==> src/rtl/pe_stream_feeder.sv <==
`default_nettype none
// ============================================================================
//  Module      : pe_stream_feeder
//  Description : NUM_CH independent valid/ready burst sources that emit
//                segments of incrementing (optionally negated) values for
//                the PE fmap / weight / psum load ports.
//  Revision    : 1.0  initial release
// ============================================================================
module pe_stream_feeder #(
    parameter int DATA_WIDTH = 16,
    parameter int NUM_CH     = 3,
    parameter int LEN_WIDTH  = 8,
    parameter int SEG_WIDTH  = 4,
    parameter int GAP_WIDTH  = 8
) (
    input  logic                           clk,
    input  logic                           rst,
    input  logic [NUM_CH-1:0]              start_i,
    input  logic [NUM_CH-1:0]              abort_i,
    input  logic [NUM_CH-1:0]              sync_i,
    input  logic [NUM_CH*DATA_WIDTH-1:0]   cfg_base_i,
    input  logic [NUM_CH*LEN_WIDTH-1:0]    cfg_len_i,
    input  logic [NUM_CH*SEG_WIDTH-1:0]    cfg_seg_i,
    input  logic [NUM_CH*GAP_WIDTH-1:0]    cfg_gap_i,
    input  logic [NUM_CH-1:0]              cfg_neg_i,
    input  logic [NUM_CH-1:0]              cfg_sync_i,
    output logic [NUM_CH*DATA_WIDTH-1:0]   out_data_o,
    output logic [NUM_CH-1:0]              out_valid_o,
    input  logic [NUM_CH-1:0]              out_ready_i,
    output logic [NUM_CH-1:0]              busy_o,
    output logic [NUM_CH-1:0]              done_o,
    output logic                           all_done_o
);

    typedef enum logic [2:0] {
        S_IDLE      = 3'd0,
        S_BURST     = 3'd1,
        S_GAP       = 3'd2,
        S_WAIT_SYNC = 3'd3,
        S_FIN       = 3'd4
    } state_t;

    logic [NUM_CH-1:0] fin;
    logic [NUM_CH-1:0] busy;

    for (genvar g = 0; g < NUM_CH; g++) begin : g_ch
        state_t                 state_q,  state_d;
        logic [DATA_WIDTH-1:0]  value_q,  value_d;
        logic [DATA_WIDTH-1:0]  data_q,   data_d;
        logic [LEN_WIDTH-1:0]   len_q,    len_d;
        logic [LEN_WIDTH-1:0]   beat_q,   beat_d;
        logic [SEG_WIDTH-1:0]   nseg_q,   nseg_d;
        logic [SEG_WIDTH-1:0]   seg_q,    seg_d;
        logic [GAP_WIDTH-1:0]   gap_q,    gap_d;
        logic [GAP_WIDTH-1:0]   gapcnt_q, gapcnt_d;
        logic                   neg_q,    neg_d;
        logic                   syncen_q, syncen_d;
        logic                   flag_q,   flag_d;
        logic                   valid_q,  valid_d;
        logic                   fire;
        logic                   sync_hit;

        always_comb begin
            state_d  = state_q;
            value_d  = value_q;
            len_d    = len_q;
            beat_d   = beat_q;
            nseg_d   = nseg_q;
            seg_d    = seg_q;
            gap_d    = gap_q;
            gapcnt_d = gapcnt_q;
            neg_d    = neg_q;
            syncen_d = syncen_q;
            flag_d   = flag_q;
            fire     = valid_q & out_ready_i[g];
            sync_hit = flag_q | sync_i[g];

            if (state_q != S_IDLE && sync_i[g]) begin
                flag_d = 1'b1;
            end

            case (state_q)
                S_IDLE: begin
                    if (start_i[g]) begin
                        value_d  = cfg_base_i[g*DATA_WIDTH +: DATA_WIDTH];
                        len_d    = cfg_len_i[g*LEN_WIDTH +: LEN_WIDTH];
                        nseg_d   = cfg_seg_i[g*SEG_WIDTH +: SEG_WIDTH];
                        gap_d    = cfg_gap_i[g*GAP_WIDTH +: GAP_WIDTH];
                        neg_d    = cfg_neg_i[g];
                        syncen_d = cfg_sync_i[g];
                        seg_d    = '0;
                        beat_d   = '0;
                        flag_d   = 1'b0;
                        // Empty segments carry no beats, so the whole run collapses to FIN.
                        if (nseg_d == '0 || len_d == '0) begin
                            state_d = S_FIN;
                        end else begin
                            state_d = S_BURST;
                        end
                    end
                end
                S_BURST: begin
                    if (fire) begin
                        value_d = value_q + DATA_WIDTH'(1);
                        if (beat_q == len_q - LEN_WIDTH'(1)) begin
                            beat_d = '0;
                            if (seg_q == nseg_q - SEG_WIDTH'(1)) begin
                                state_d = S_FIN;
                            end else begin
                                seg_d = seg_q + SEG_WIDTH'(1);
                                if (gap_q != '0) begin
                                    state_d  = S_GAP;
                                    gapcnt_d = gap_q;
                                end else if (syncen_q && !sync_hit) begin
                                    state_d = S_WAIT_SYNC;
                                end else begin
                                    state_d = S_BURST;
                                    if (syncen_q) begin
                                        flag_d = 1'b0;
                                    end
                                end
                            end
                        end else begin
                            beat_d = beat_q + LEN_WIDTH'(1);
                        end
                    end
                end
                S_GAP: begin
                    if (gapcnt_q == GAP_WIDTH'(1)) begin
                        if (syncen_q && !sync_hit) begin
                            state_d = S_WAIT_SYNC;
                        end else begin
                            state_d = S_BURST;
                            if (syncen_q) begin
                                flag_d = 1'b0;
                            end
                        end
                    end else begin
                        gapcnt_d = gapcnt_q - GAP_WIDTH'(1);
                    end
                end
                S_WAIT_SYNC: begin
                    if (sync_hit) begin
                        state_d = S_BURST;
                        flag_d  = 1'b0;
                    end
                end
                S_FIN: begin
                    state_d = S_IDLE;
                end
                default: begin
                    state_d = S_IDLE;
                end
            endcase

            if (abort_i[g]) begin
                state_d = S_IDLE;
                flag_d  = 1'b0;
            end

            // Output word is built from the next-state value so it is a plain register.
            valid_d = (state_d == S_BURST);
            data_d  = neg_d ? (~value_d + DATA_WIDTH'(1)) : value_d;
        end

        always_ff @(posedge clk) begin
            if (rst) begin
                state_q  <= S_IDLE;
                value_q  <= '0;
                data_q   <= '0;
                len_q    <= '0;
                beat_q   <= '0;
                nseg_q   <= '0;
                seg_q    <= '0;
                gap_q    <= '0;
                gapcnt_q <= '0;
                neg_q    <= 1'b0;
                syncen_q <= 1'b0;
                flag_q   <= 1'b0;
                valid_q  <= 1'b0;
            end else begin
                state_q  <= state_d;
                value_q  <= value_d;
                data_q   <= data_d;
                len_q    <= len_d;
                beat_q   <= beat_d;
                nseg_q   <= nseg_d;
                seg_q    <= seg_d;
                gap_q    <= gap_d;
                gapcnt_q <= gapcnt_d;
                neg_q    <= neg_d;
                syncen_q <= syncen_d;
                flag_q   <= flag_d;
                valid_q  <= valid_d;
            end
        end

        assign out_data_o[g*DATA_WIDTH +: DATA_WIDTH] = data_q;
        assign out_valid_o[g] = valid_q;
        assign busy[g]        = (state_q != S_IDLE);
        assign fin[g]         = (state_q == S_FIN);
    end

    assign busy_o     = busy;
    assign done_o     = fin;
    // Fires with the done that leaves every channel idle.
    assign all_done_o = (|fin) && ((busy & ~fin) == '0);

endmodule
`default_nettype wire

==> config.mk <==
export PLATFORM = sky130hd
export DESIGN_NAME = pe_stream_feeder
export DESIGN_NICKNAME = d
export VERILOG_FILES = /design/src/rtl/pe_stream_feeder.sv
export SDC_FILE = /design/constraint.sdc
export NUM_CORES = 1
export LEC_CHECK = 0
export CAP_MARGIN = 20
export CORE_ASPECT_RATIO = 0.5
export CORE_UTILIZATION = 60
export CTS_CLUSTER_DIAMETER = 200
export CTS_CLUSTER_SIZE = 28
export DETAILED_ROUTE_END_ITERATION = 12
export DONT_BUFFER_PORTS = 1
export PLACE_DENSITY_LB_ADDON = 0.08
export SYNTH_ARGS = -nofsm -noshare
export SYNTH_HDL_FRONTEND = slang
export SYNTH_SLANG_ARGS = --single-unit
export TNS_END_PERCENT = 5
==> constraint.sdc <==
create_clock -name clk -period 5.3 [get_ports clk]
set_input_delay 1.06 -clock clk [delete_from_list [all_inputs] [get_ports clk]]
set_output_delay 1.06 -clock clk [all_outputs]
set_load 0.03 [all_outputs]
# Yosys cells after proc, flatten, opt, wreduce, memory -nomap -nowiden
# Index checks and enable logic that the tools add are counted.
# word_totals
reg_bits,237
input_bits,128
wordCells,293
# classes
n_addsub,21
n_eq_ne,42
mux,129
bitwise,11
reduce_logical,51
# ops
operator,n
$mux W8,24
$mux W16,9
$add A16 B1 Y16 const B,6
$pmux W16 S2,3
$pmux W8 S2,6
$mux W3,24
$mux W4,12
$not A16 Y16,3
$sub A8 B1 Y8 const B,6
$mux W1,36
$ne A2 B2 Y1 const B,18
$pmux W3 S4,3
$add A8 B1 Y8 const B,3
$eq A8 B1 Y1 const B,3
$eq A8 B8 Y1,3
$logic_not A8 Y1,3
$pmux W4 S2,3
$reduce_bool A8 Y1,3
$eq A3 B1 Y1 const B,6
$eq A3 B2 Y1 const B,6
$reduce_and A6 Y1,3
$reduce_and A5 Y1,3
$add A4 B1 Y4 const B,3
$eq A4 B4 Y1,3
19 further kinds,62

# Depth between registers and ports, before layout
# Gate-level depths: netlist of the first run.
# logic_depth
ltp_word,11
ltp_mapped,11

# Least setup slack after synthesis of the first run
# Ideal clock, no wire load.
# synth_timing
path_kind,in2reg
startpoint,input port start_i[1]
endpoint,register g_ch[1].data_q[13]
setup_time_ps,121
t_arrival_ps,3154
required_time_ps,5179
slack_ps,2025
stages,8
path_buffers,1
cell_sequence,nor4b_1 clkbuf_1 mux2i_1 mux2i_1 nor4_1 and3_1 a41oi_1 mux2_2
# synth_via
elab_chain_cells,5
elab_cells_between_ends,7
# synth_rtl
item,line_no,source
from (decl),18,"input logic [NUM_CH-1:0] start_i,"
$mux W16,84,if (start_i[g]) begin
$pmux W16 S2,82,case (state_q)
$not A16 Y16,163,data_d = neg_d ? (~value_d + DATA_WIDTH'(1)) : value_d;
$add A16 B1 Y16,163,
$mux W16 (*),163,
to (signal assigned),184,data_q <= data_d;
to (decl),49,"logic [DATA_WIDTH-1:0] data_q, data_d;"
# Mark *: on every way between the ends. The rest lies on a longest branch, timed or not.
# A chain may end at the register's enable or synchronous reset.

# Worst setup path in the final report of the first run
# layout_timing
startpoint,register g_ch[1].state_q[0]
endpoint,register g_ch[1].data_q[12]
# layout_via
elab_chain_cells,5
elab_cells_between_ends,7
# layout_rtl
item,line_no,source
from (decl),47,"state_t state_q, state_d;"
from (signal assigned),182,state_q <= state_d;
$eq A3 B1 Y1 or $logic_not A3 Y1 (tied branches),82,
$pmux W16 S2,82,
$not A16 Y16,163,
$add A16 B1 Y16,163,
$mux W16 (*),163,
# Marked as above.

==> Flow_metrics.wiki, run 1 <==
{| class="wikitable"
! Metric !! Value
|-
| Run status || finished, final reports clean
|-
| Fraction of layout instances using a drive strength above 1 || 0.0420
|-
| Average wire per standard cell || 18.4 um
|-
| Pwr Total || 3.69 mW
|-
| Number of cells produced by synthesis || 1718
|-
| Fraction of the mapped netlist area in simple logic gates || 0.297
|-
| HP Class || flip-flop to flip-flop
|-
| Async set-or-reset flop fraction in the synthesized netlist || 0
|-
| Clock tree from TritonCTS || done
|-
| #FFs+latches synth || 234
|-
| Effective utilization at floorplan || 0.615
|-
| Clock slew seen by the registers of the worst setup and hold paths || 110 ps
|-
| Number of fill cells || 1961
|-
| Dominant combinational cell family by area after synthesis || simple AND/OR/NAND/NOR gates
|-
| Setup repair after global routing missed its margin || no
|-
| Setup violations, final || 0
|-
| Maximum root-to-sink buffer count || 3
|-
| Weighted congestion at the end of routability-driven global placement || 0.904
|-
| Number of buffers created by CTS || 12
|-
| Slew @ Worst Pin || 1200 ps
|-
| Mean area per synthesized cell || 7.81 um^2
|-
| Non-filler instance count after layout || 1943
|-
| Worst setup endpoint || g_ch[1].data_q[12]
|-
| CTS Sinks || 234
|-
| Pre-CTS setup slack || 1360 ps
|-
| Count of maximum capacitance violations || 0
|-
| Gr usage total || 0.303
|-
| Die area || 0.0230 mm^2
|-
| H-tree Lvls || 1
|-
| Die span in y || 108 um
|-
| Endpoint of the most critical register-to-register path || g_ch[1].data_q[12]
|-
| Portion of the post-synthesis area used by sequential elements || 0.349
|-
| RR Startpoint || g_ch[1].state_q[0]
|-
| Number of antenna violations at the first check in global routing || 1
|-
| Remaining routing DRC violations || 0
|-
| Fraction of synthesized cell area taken by the top area cell type || 0.349
|-
| Most instantiated cells after synthesis || nand2_1, dfxtp_1, nor2_1
|-
| Placed instance count || 1927
|-
| Depth of the worst register-to-register path || 9
|-
| Critical path endpoint category || flip-flop
|-
| Setup skew after layout || 24.2 ps
|-
| Total via count in the routed design || 12500
|-
| Finished Cell Area || 0.0138 mm^2
|-
| FMAX || 0.266 GHz
|-
| Half-perimeter wire length of the detailed placement result || 26300 um
|-
| Final clock period utilization by the worst path || 0.709
|-
| Count of hold-fix buffers inserted at cts || 0
|-
| Adder-cell share of the synthesized area || 0.0224
|-
| Post-cts repair resize count || 0
|-
| Final Slew Violations || 0
|-
| Smallest setup slack after layout || 1540 ps
|-
| Router iterations before antenna repair || 7
|-
| Total power per unit cell area || 267 mW/mm^2
|-
| Netlist cell types || 96
|-
| Arrival time of the worst setup path || 4140 ps
|-
| Number of nets in the layout || 1794
|-
| Yosys top cell by area || dfxtp_1
|-
| YS warnings || 0
|-
| Largest net degree at the start of global routing || 197
|-
| Worst-Skew Late Latency || 490 ps
|-
| Worst ir drop on vdd || 0.196 mV
|-
| Static leakage power || 5.05 nW
|-
| Number of synthesized flops with an enable pin || 0
|-
| Critical path class || flip-flop to flip-flop
|-
| Crit-path max FO || 28
|-
| Cell with the most instances after synthesis || nand2_1
|-
| Total wire length || 35800 um
|-
| Total setup buffers inserted after CTS || 0
|-
| Total Neg Setup Slack || 0 ps
|-
| Synthesized-area fraction occupied by xor and xnor cells || 0.0587
|-
| Slew HR || 0.201
|-
| Post-synthesis to final-layout area growth || 3.04%
|-
| Remaining antenna violation count || 0
|-
| CTS Root Buffer Type || clkbuf_16
|-
| Number of core rows || 38
|-
| Vias in the first global route || 11400
|-
| Crit path required time || 5680 ps
|-
| Number of hold violations in the final report || 0
|-
| Crit path time final || 3760 ps
|-
| Synth top area cells || dfxtp_1, nand2_1, a21oi_1
|-
| Post-Syn Area || 0.0134 mm^2
|-
| Floorplan die width || 214 um
|-
| DRT iter0 DRCs || 1036
|-
| Post-Synthesis Net Count || 1870
|-
| Reg2reg setup slack || 1540 ps
|-
| Total gr overflow || 0
|-
| Global-route wire length before repair || 57100 um
|-
| Startpoint type of the worst setup path || flip-flop
|-
| Mux contribution to synthesized area || 0.0260
|-
| Std-Cell Core Area || 0.0218 mm^2
|-
| Area after detailed placement || 0.0135 mm^2
|-
| Compound-Gate Fraction of Synth Area || 0.203
|-
| Prevailing post-synth register cell || dfxtp_1
|-
| Count of input and output buffers || 0
|-
| Launching element of the worst setup path || g_ch[1].state_q[0]
|-
| Drt via density || 6.42
|-
| Top-Level Pins || 186
|}
==> worst min-delay path by stage <==
stage / slack (ps) / from / cells after the start / end
detailed placement: 460 / g_ch[0].gap_q[3] / 2 / g_ch[0].gap_q[3]
finish: 480 / g_ch[1].nseg_q[3] / 2 / g_ch[1].nseg_q[3]
global route: 510 / g_ch[1].nseg_q[3] / 2 / g_ch[1].nseg_q[3]
floorplan: 450 / g_ch[0].len_q[7] / 2 / g_ch[0].len_q[7]
global placement: 460 / g_ch[1].gapcnt_q[6] / 2 / g_ch[1].gapcnt_q[6]
CTS: 480 / g_ch[0].gap_q[3] / 2 / g_ch[0].gap_q[3]
==> area by class of cell <==
type / count / area, um^2 / share of cell area
inverters: 42 / 158 / 0.0114
clock buffers: 13 / 325 / 0.0235
flip-flops and latches: 234 / 4680 / 0.339
diodes: 1 / 2.50 / 0.000181
multi-input cells: 1341 / 8160 / 0.590
repair buffers: 11 / 103 / 0.00742
well taps: 300 / 375 / 0.0271
clock inverters: 1 / 20.0 / 0.00145
==> power by group <==
part | internal (mW) | switching, mW
Combinational | 0.235 | 0.346
Sequential | 1.86 | 0.199
Clock | 0.453 | 0.593
Total | 2.55 | 1.14
==> sequential cells by signal, indices dropped and copies added, names as in the netlist <==
register and cells:
g_ch.gapcnt_q 24, g_ch.neg_q 3, g_ch.len_q 24, g_ch.value_q 48, g_ch.syncen_q 3, g_ch.data_q 45, g_ch.gap_q 24, g_ch.valid_q 3
g_ch.beat_q 24, g_ch.nseg_q 12, g_ch.state_q 9, g_ch.flag_q 3, g_ch.seg_q 12
==> routing by layer <==
layer	track usage	vias up	routed length (um)
li1	-	6074	-
met1	0.411	5941	16000
met2	0.506	423	16800
met3	0.0516	39	2570
met4	0.0577	0	526
met5	0	-	0
==> metrics by stage <==
stage / utilization / hold slack [ps]
after floorplan: - / 448
after global placement: 0.617 / 455
after detailed placement: 0.617 / 459
after CTS: 0.632 / 476
after global routing: 0.634 / 507
final: 0.634 / 478
==> cell usage in the layout (no fill, tap or decap), types with 10 or more instances in the layout <==
master / netlist / layout
and2_1: 28 / 28
a22oi_1: 10 / 10
nor2_1: 183 / 183
nor3_1: 56 / 56
inv_1: 41 / 41
and3_1: 28 / 28
nand2_1: 236 / 236
and4_1: 24 / 24
a21oi_1: 149 / 149
a31oi_1: 22 / 22
clkbuf_16: 0 / 13
dfxtp_1: 234 / 234
nand4_1: 43 / 43
a21o_1: 12 / 12
nand3_1: 46 / 46
buf_4: 7 / 10
nor4_1: 40 / 40
xnor2_1: 48 / 48
mux2i_1: 21 / 21
a41oi_1: 10 / 10
ha_1: 24 / 24
o211ai_1: 12 / 12
nor2b_1: 13 / 13
o21ai_0: 46 / 46
nand2b_1: 14 / 14
nor3b_1: 12 / 12
a211oi_1: 21 / 21
xor2_1: 42 / 42
==> critical path: stages (launching register included) <==
cell and delay, ps:
dfxtp_1 870, or4b_1 870, o32ai_1 180, a21oi_1 260, ha_1 240, inv_1 60, a2111oi_2 590, nand4_1 320
nand3_1 180, o211ai_1 90
==> cells by family after synthesis <==
family	Yosys count
simple gates	788
compound gates	406
flops	234
buf+inv	143
fa+ha+maj	24
mux	33
xor+xnor	90
(Power assumes the default switching activity.)
==> inputs of run 2 (changes only) <==
clock period = 3.48 ns   (was 5.3 ns; I/O delays follow)
==> Flow_metrics.wiki, run 2 (same netlist as run 1, synthesis figures left out) <==
{| class="wikitable"
! Metric !! Value
|-
| Largest register by flop count || g_ch.value_q
|-
| Number of hold violations in the final report || 0 (unchanged)
|-
| Critical path endpoint category || flip-flop
|-
| Effective utilization at floorplan || 0.615 (unchanged)
|-
| Total power per unit cell area || 403 mW/mm^2 (+51%)
|-
| Fraction of layout instances using a drive strength above 1 || 0.0553 (+0.0133)
|-
| Number of core rows || 38 (unchanged)
|-
| Count of input and output buffers || 0 (unchanged)
|-
| CTS Root Buffer Type || clkbuf_16
|-
| Drt via density || 6.41 (-0.12%)
|-
| Vias in the first global route || 11300 (-0.26%)
|-
| Setup violations, final || 0 (unchanged)
|-
| Top-Level Pins || 186 (unchanged)
|-
| Leading cell type in the layout, fill and taps excluded || nand2_1
|-
| Half-perimeter wire length of the detailed placement result || 26500 um (+0.85%)
|-
| Wire length on met1 || 16000 um (+0.49%)
|-
| Crit path required time || 3910 ps (-1770 ps)
|-
| Slew @ Worst Pin || 913 ps (-283 ps)
|-
| Post-synthesis to final-layout area growth || 4.26%
|-
| Critical Path Slowest Stage Cell || or4_1
|-
| Final clock period utilization by the worst path || 0.909 (+0.200)
|-
| Remaining routing DRC violations || 0 (unchanged)
|-
| Clock tree from TritonCTS || done
|-
| H-tree Lvls || 1 (unchanged)
|-
| Arrival time of the worst setup path || 3590 ps (-550 ps)
|-
| Series of cell instances along the critical path || inv_1, ha_1, or3b_1, or4_1, a2111oi_2, o211ai_2, o22a_1, or3_1, a31oi_1
|-
| Floorplan die width || 214 um (unchanged)
|-
| Run status || finished, final reports clean
|-
| HP Class || input pin to flip-flop
|-
| Clock slew seen by the registers of the worst setup and hold paths || 110 ps (about the same)
|-
| Remaining antenna violation count || 0 (unchanged)
|-
| Weighted congestion at the end of routability-driven global placement || 0.934 (+3.3%)
|-
| Slew HR || 0.384 (+0.183)
|-
| Area of the multi-input gates || 0.00816 mm^2 (unchanged)
|-
| Number of nets in the layout || 1816 (+1.2%)
|-
| Final Util || 0.641 (+0.00751)
|-
| Startpoint type of the worst setup path || flip-flop
|-
| Pwr Total || 5.64 mW (+53%)
|-
| DRT iter0 DRCs || 1224 (+18%)
|-
| Total gr overflow || 0 (unchanged)
|-
| Largest net degree at the start of global routing || 197 (unchanged)
|-
| FMAX || 0.316 GHz (+19%)
|-
| Total via count in the routed design || 12600 (+1.1%)
|-
| Gr usage total || 0.303 (about the same)
|-
| Number of antenna violations at the first check in global routing || 3 (+2)
|-
| Worst-Skew Late Latency || 500 ps (about the same)
|-
| Final Slew Violations || 0 (unchanged)
|-
| Crit-path max FO || 17 (-39%)
|-
| Crit path time final || 3160 ps (-596 ps)
|-
| Die area || 0.0230 mm^2 (unchanged)
|-
| Setup repair after global routing missed its margin || no
|-
| Highest routed layer || met4
|-
| Met2 layer wire length in the routed design || 16200 um (-3.5%)
|-
| Total Neg Setup Slack || 0 ps (unchanged)
|-
| Die span in y || 108 um (unchanged)
|-
| Sequential cell area || 0.00469 mm^2 (about the same)
|-
| Met3 wire length || 2700 um (+4.7%)
|-
| Router iterations before antenna repair || 6 (-1)
|-
| Total setup buffers inserted after CTS || 0 (unchanged)
|-
| Total wire length || 36000 um (+0.37%)
|-
| Maximum root-to-sink buffer count || 3 (unchanged)
|-
| Global-route wire length before repair || 56600 um (-0.90%)
|-
| Finished Cell Area || 0.0140 mm^2 (+1.2%)
|-
| Number of buffers created by CTS || 12 (unchanged)
|-
| Highest-count cells in the layout ignoring fill and taps || nand2_1, dfxtp_1, nor2_1
|-
| Critical path class || flip-flop to flip-flop
|-
| Average wire per standard cell || 18.3 um (-0.85%)
|-
| CTS Sinks || 234 (unchanged)
|-
| Top flop regs || g_ch.value_q x48, g_ch.data_q x45
|-
| Crit path largest cell delay || 430 ps (-440 ps)
|-
| Area after detailed placement || 0.0136 mm^2 (+1.4%)
|-
| Count of maximum capacitance violations || 0 (unchanged)
|-
| Setup skew after layout || 30.0 ps (+5.79 ps)
|-
| Number of flip-flops under the largest register name || 48 (unchanged)
|-
| Number of fill cells || 1901 (-3.1%)
|-
| Worst ir drop on vdd || 0.333 mV (+70%)
|-
| Pre-CTS setup slack || 278 ps (-1080 ps)
|-
| Smallest setup slack after layout || 317 ps (-1220 ps)
|-
| Static leakage power || 5.15 nW (+2.1%)
|-
| Std-Cell Core Area || 0.0218 mm^2 (unchanged)
|}
==> run 2: layer usage <==
metal	up-vias	global-route usage
met5	-	0
met4	0	0.106
met3	68	0.0583
met2	473	0.484
met1	5953	0.407
li1	6122	-
==> run 2: worst paths after layout <==
path,from,slack [ps],cells after the start,endpoint
worst max-delay path,g_ch[1].len_q[0],320,9,g_ch[1].gapcnt_q[0]
worst min-delay path,abort_i[2],270,1,g_ch[2].flag_q
worst min register to register,g_ch[0].len_q[7],470,2,g_ch[0].len_q[7]
worst max register to register,g_ch[1].len_q[0],320,9,g_ch[1].gapcnt_q[0]
==> run 2: where the power goes <==
| group | total, mW | internal, mW | switching, mW |
|---|---|---|---|
| Sequential | 3.13 | 2.84 | 0.292 |
| Combinational | 0.925 | 0.379 | 0.546 |
| Clock | 1.58 | 0.690 | 0.892 |
| Total | 5.64 | 3.91 | 1.73 |
==> run 2: critical path, delay by kind of cell (launching register included) <==
kind,cells,cell delay (ps)
AO/OA/AOI/OAI,4,1240
AND/OR/NAND/NOR,3,1190
flip-flops,1,380
adder cells (fa/ha/maj),1,220
buffers and inverters,1,70
==> run 2: layout make-up <==
type / instances / area share
Sequential cell: 234 / 0.335
Multi-Input combinational cell: 1341 / 0.583
Antenna cell: 3 / 0.000536
Clock buffer: 13 / 0.0232
Clock inverter: 1 / 0.00143
Timing Repair Buffer: 33 / 0.0186
Inverter: 42 / 0.0113
Tap cell: 300 / 0.0268
==> run 2: per-stage QoR <==
step           hold slack [ps]  instances
4_1_cts                    259       1964
5_1_grt                    250       1966
3_3_place_gp               452       1950
6_report                   273       1967
3_5_place_dp               457       1950
2_1_floorplan              448       1718
==> run 2: timing repair <==
item | CTS | global route
endpoints found under the setup margin | 0 | 1
hold buffers | 0 | 0
resized for setup | 0 | 1
==> inputs of run 3 (changes only) <==
PLACE_DENSITY = 0.76   (was unset)
PLACE_DENSITY_LB_ADDON = unset   (was 0.08)
==> Flow_metrics.wiki, run 3 (same netlist as run 1, synthesis figures left out) <==
{| class="wikitable"
! Metric !! Value
|-
| Slew HR || 0.315 (-0.0685)
|-
| Worst-Skew Late Latency || 490 ps (about the same)
|-
| Remaining antenna violation count || 0 (unchanged)
|-
| Vias in the first global route || 11300 (-0.22%)
|-
| CTS Sinks || 234 (unchanged)
|-
| Startpoint type of the worst setup path || flip-flop
|-
| H-tree Lvls || 1 (unchanged)
|-
| Std-Cell Core Area || 0.0218 mm^2 (unchanged)
|-
| Remaining routing DRC violations || 0 (unchanged)
|-
| Router iterations before antenna repair || 5 (-1)
|-
| Post-synthesis to final-layout area growth || 4.23% (about the same)
|-
| Final Slew Violations || 0 (unchanged)
|-
| Total via count in the routed design || 12600 (-0.12%)
|-
| Slew @ Worst Pin || 1010 ps (+102 ps)
|-
| Floorplan die width || 214 um (unchanged)
|-
| Highest-count cells in the layout ignoring fill and taps || nand2_1, dfxtp_1, nor2_1
|-
| Post-cts repair resize count || 0 (unchanged)
|-
| Sequential share of power || 0.556 (about the same)
|-
| Gr usage total || 0.301 (-0.00202)
|-
| Total setup buffers inserted after CTS || 0 (unchanged)
|-
| Static leakage power || 5.16 nW (+0.11%)
|-
| Worst ir drop on vdd || 0.319 mV (-4.2%)
|-
| Critical Path Slowest Stage Cell || or3b_1
|-
| Part of the total power dissipated in the clock network || 0.281 (about the same)
|-
| Half-perimeter wire length of the detailed placement result || 26200 um (-0.96%)
|-
| Run status || finished, final reports clean
|-
| Count of hold-fix buffers inserted at cts || 0 (unchanged)
|-
| Crit-path max FO || 16 (-1)
|-
| HP Class || input pin to flip-flop
|-
| Number of hold violations in the final report || 0 (unchanged)
|-
| Number of buffers created by CTS || 12 (unchanged)
|-
| Die area || 0.0230 mm^2 (unchanged)
|-
| Top-Level Pins || 186 (unchanged)
|-
| Total gr overflow || 0 (unchanged)
|-
| Total wire length || 35800 um (-0.48%)
|-
| Final clock period utilization by the worst path || 0.917 (+0.00788)
|-
| Setup violations, final || 0 (unchanged)
|-
| Number of core rows || 38 (unchanged)
|-
| Switching part of the total || 0.307 (about the same)
|-
| Die span in y || 108 um (unchanged)
|-
| Number of antenna violations at the first check in global routing || 1 (-2)
|-
| Setup repair after global routing missed its margin || no
|-
| Critical path endpoint category || flip-flop
|-
| Clock tree from TritonCTS || done
|-
| CTS Root Buffer Type || clkbuf_16
|-
| Count of input and output buffers || 0 (unchanged)
|-
| Number of nets in the layout || 1818 (+0.11%)
|-
| Top flop regs || g_ch.value_q x48, g_ch.data_q x45
|-
| DRT iter0 DRCs || 1143 (-6.6%)
|-
| Weighted congestion at the end of routability-driven global placement || 0.947 (+1.4%)
|-
| Crit path time final || 3190 ps (+27.4 ps)
|-
| Number of flip-flops under the largest register name || 48 (unchanged)
|-
| Global-route wire length before repair || 56600 um (about the same)
|-
| Drt via density || 6.41 (-0.12%)
|-
| Series of cell instances along the critical path || or3b_1, nor4_1, mux2_2, nor2b_1, and4_1, a41oi_1, mux2_1
|-
| Clock slew seen by the registers of the worst setup and hold paths || 110 ps (about the same)
|-
| Arrival time of the worst setup path || 3570 ps (-20 ps)
|-
| Average wire per standard cell || 18.2 um (-0.48%)
|-
| Count of maximum capacitance violations || 0 (unchanged)
|-
| Largest register by flop count || g_ch.value_q
|-
| Critical path class || flip-flop to flip-flop
|-
| Crit path required time || 3860 ps (-50 ps)
|-
| Leading cell type in the layout, fill and taps excluded || nand2_1
|-
| FMAX || 0.313 GHz (-0.86%)
|-
| Crit path largest cell delay || 640 ps (+210 ps)
|-
| Setup skew after layout || 22.1 ps (-7.89 ps)
|-
| Total power per unit cell area || 403 mW/mm^2 (about the same)
|-
| Net switching component of the power || 1.73 mW (about the same)
|-
| Maximum root-to-sink buffer count || 3 (unchanged)
|-
| Largest net degree at the start of global routing || 197 (unchanged)
|-
| Fraction of layout instances using a drive strength above 1 || 0.0558 (+0.000534)
|-
| Effective utilization at floorplan || 0.615 (unchanged)
|-
| Total internal power || 3.91 mW (about the same)
|-
| Pre-CTS setup slack || 304 ps (+26.3 ps)
|-
| Smallest setup slack after layout || 290 ps (-27.4 ps)
|-
| Total Neg Setup Slack || 0 ps (unchanged)
|-
| Combinational power share || 0.163 (about the same)
|}
==> run 3: worst max-delay path, delay by kind of cell, from the launching register on <==
| family | cells | cell delay, ps |
|---|---|---|
| simple gates | 4 | 1490 |
| mux | 2 | 750 |
| flops | 1 | 610 |
| compound gates | 1 | 240 |
==> run 3: power groups by stage <==
stage,Clock (mW),Combinational [mW],Sequential (mW)
2_1_floorplan,0,0.770,3.12
3_3_place_gp,0,0.878,3.19
3_5_place_dp,0,0.902,3.19
4_1_cts,1.61,0.908,3.13
5_1_grt,1.71,1.02,3.16
6_report,1.58,0.920,3.13
==> run 3: through the flow <==
stage	instance area, um^2	util	hold slack, ps	power [mW]	cells
6_report	14000	0.641	266	5.64	1967
5_1_grt	14000	0.641	258	5.89	1966
4_1_cts	14000	0.641	260	5.65	1966
3_5_place_dp	13600	0.625	457	4.10	1952
3_3_place_gp	13600	0.625	455	4.07	1952
2_1_floorplan	13400	-	448	3.89	1718
==> run 3: worst paths after layout <==
| check | cells after the start | from | slack, ps | endpoint |
|---|---|---|---|---|
| min reg2reg | 2 | g_ch[0].len_q[7] | 470 | g_ch[0].len_q[7] |
| min | 1 | abort_i[2] | 270 | g_ch[2].flag_q |
| max | 7 | g_ch[0].state_q[0] | 290 | g_ch[0].data_q[13] |
| max reg2reg | 7 | g_ch[0].state_q[0] | 290 | g_ch[0].data_q[13] |
==> run 3: area by class of cell <==
type / count / area, um^2
Clock inverter: 1 / 20.0
Multi-Input combinational cell: 1341 / 8160
Clock buffer: 13 / 325
Antenna cell: 1 / 2.50
Sequential cell: 234 / 4680
Inverter: 42 / 158
Tap cell: 300 / 375
Fill cell: 1916 / 7830
Timing Repair Buffer: 35 / 263
==> run 3: layer usage <==
layer	wire, um	track usage	up-vias
met2	15900	0.479	438
met3	2390	0.0516	69
met1	16400	0.411	5979
met5	0	0	-
met4	1120	0.102	0
li1	-	-	6115
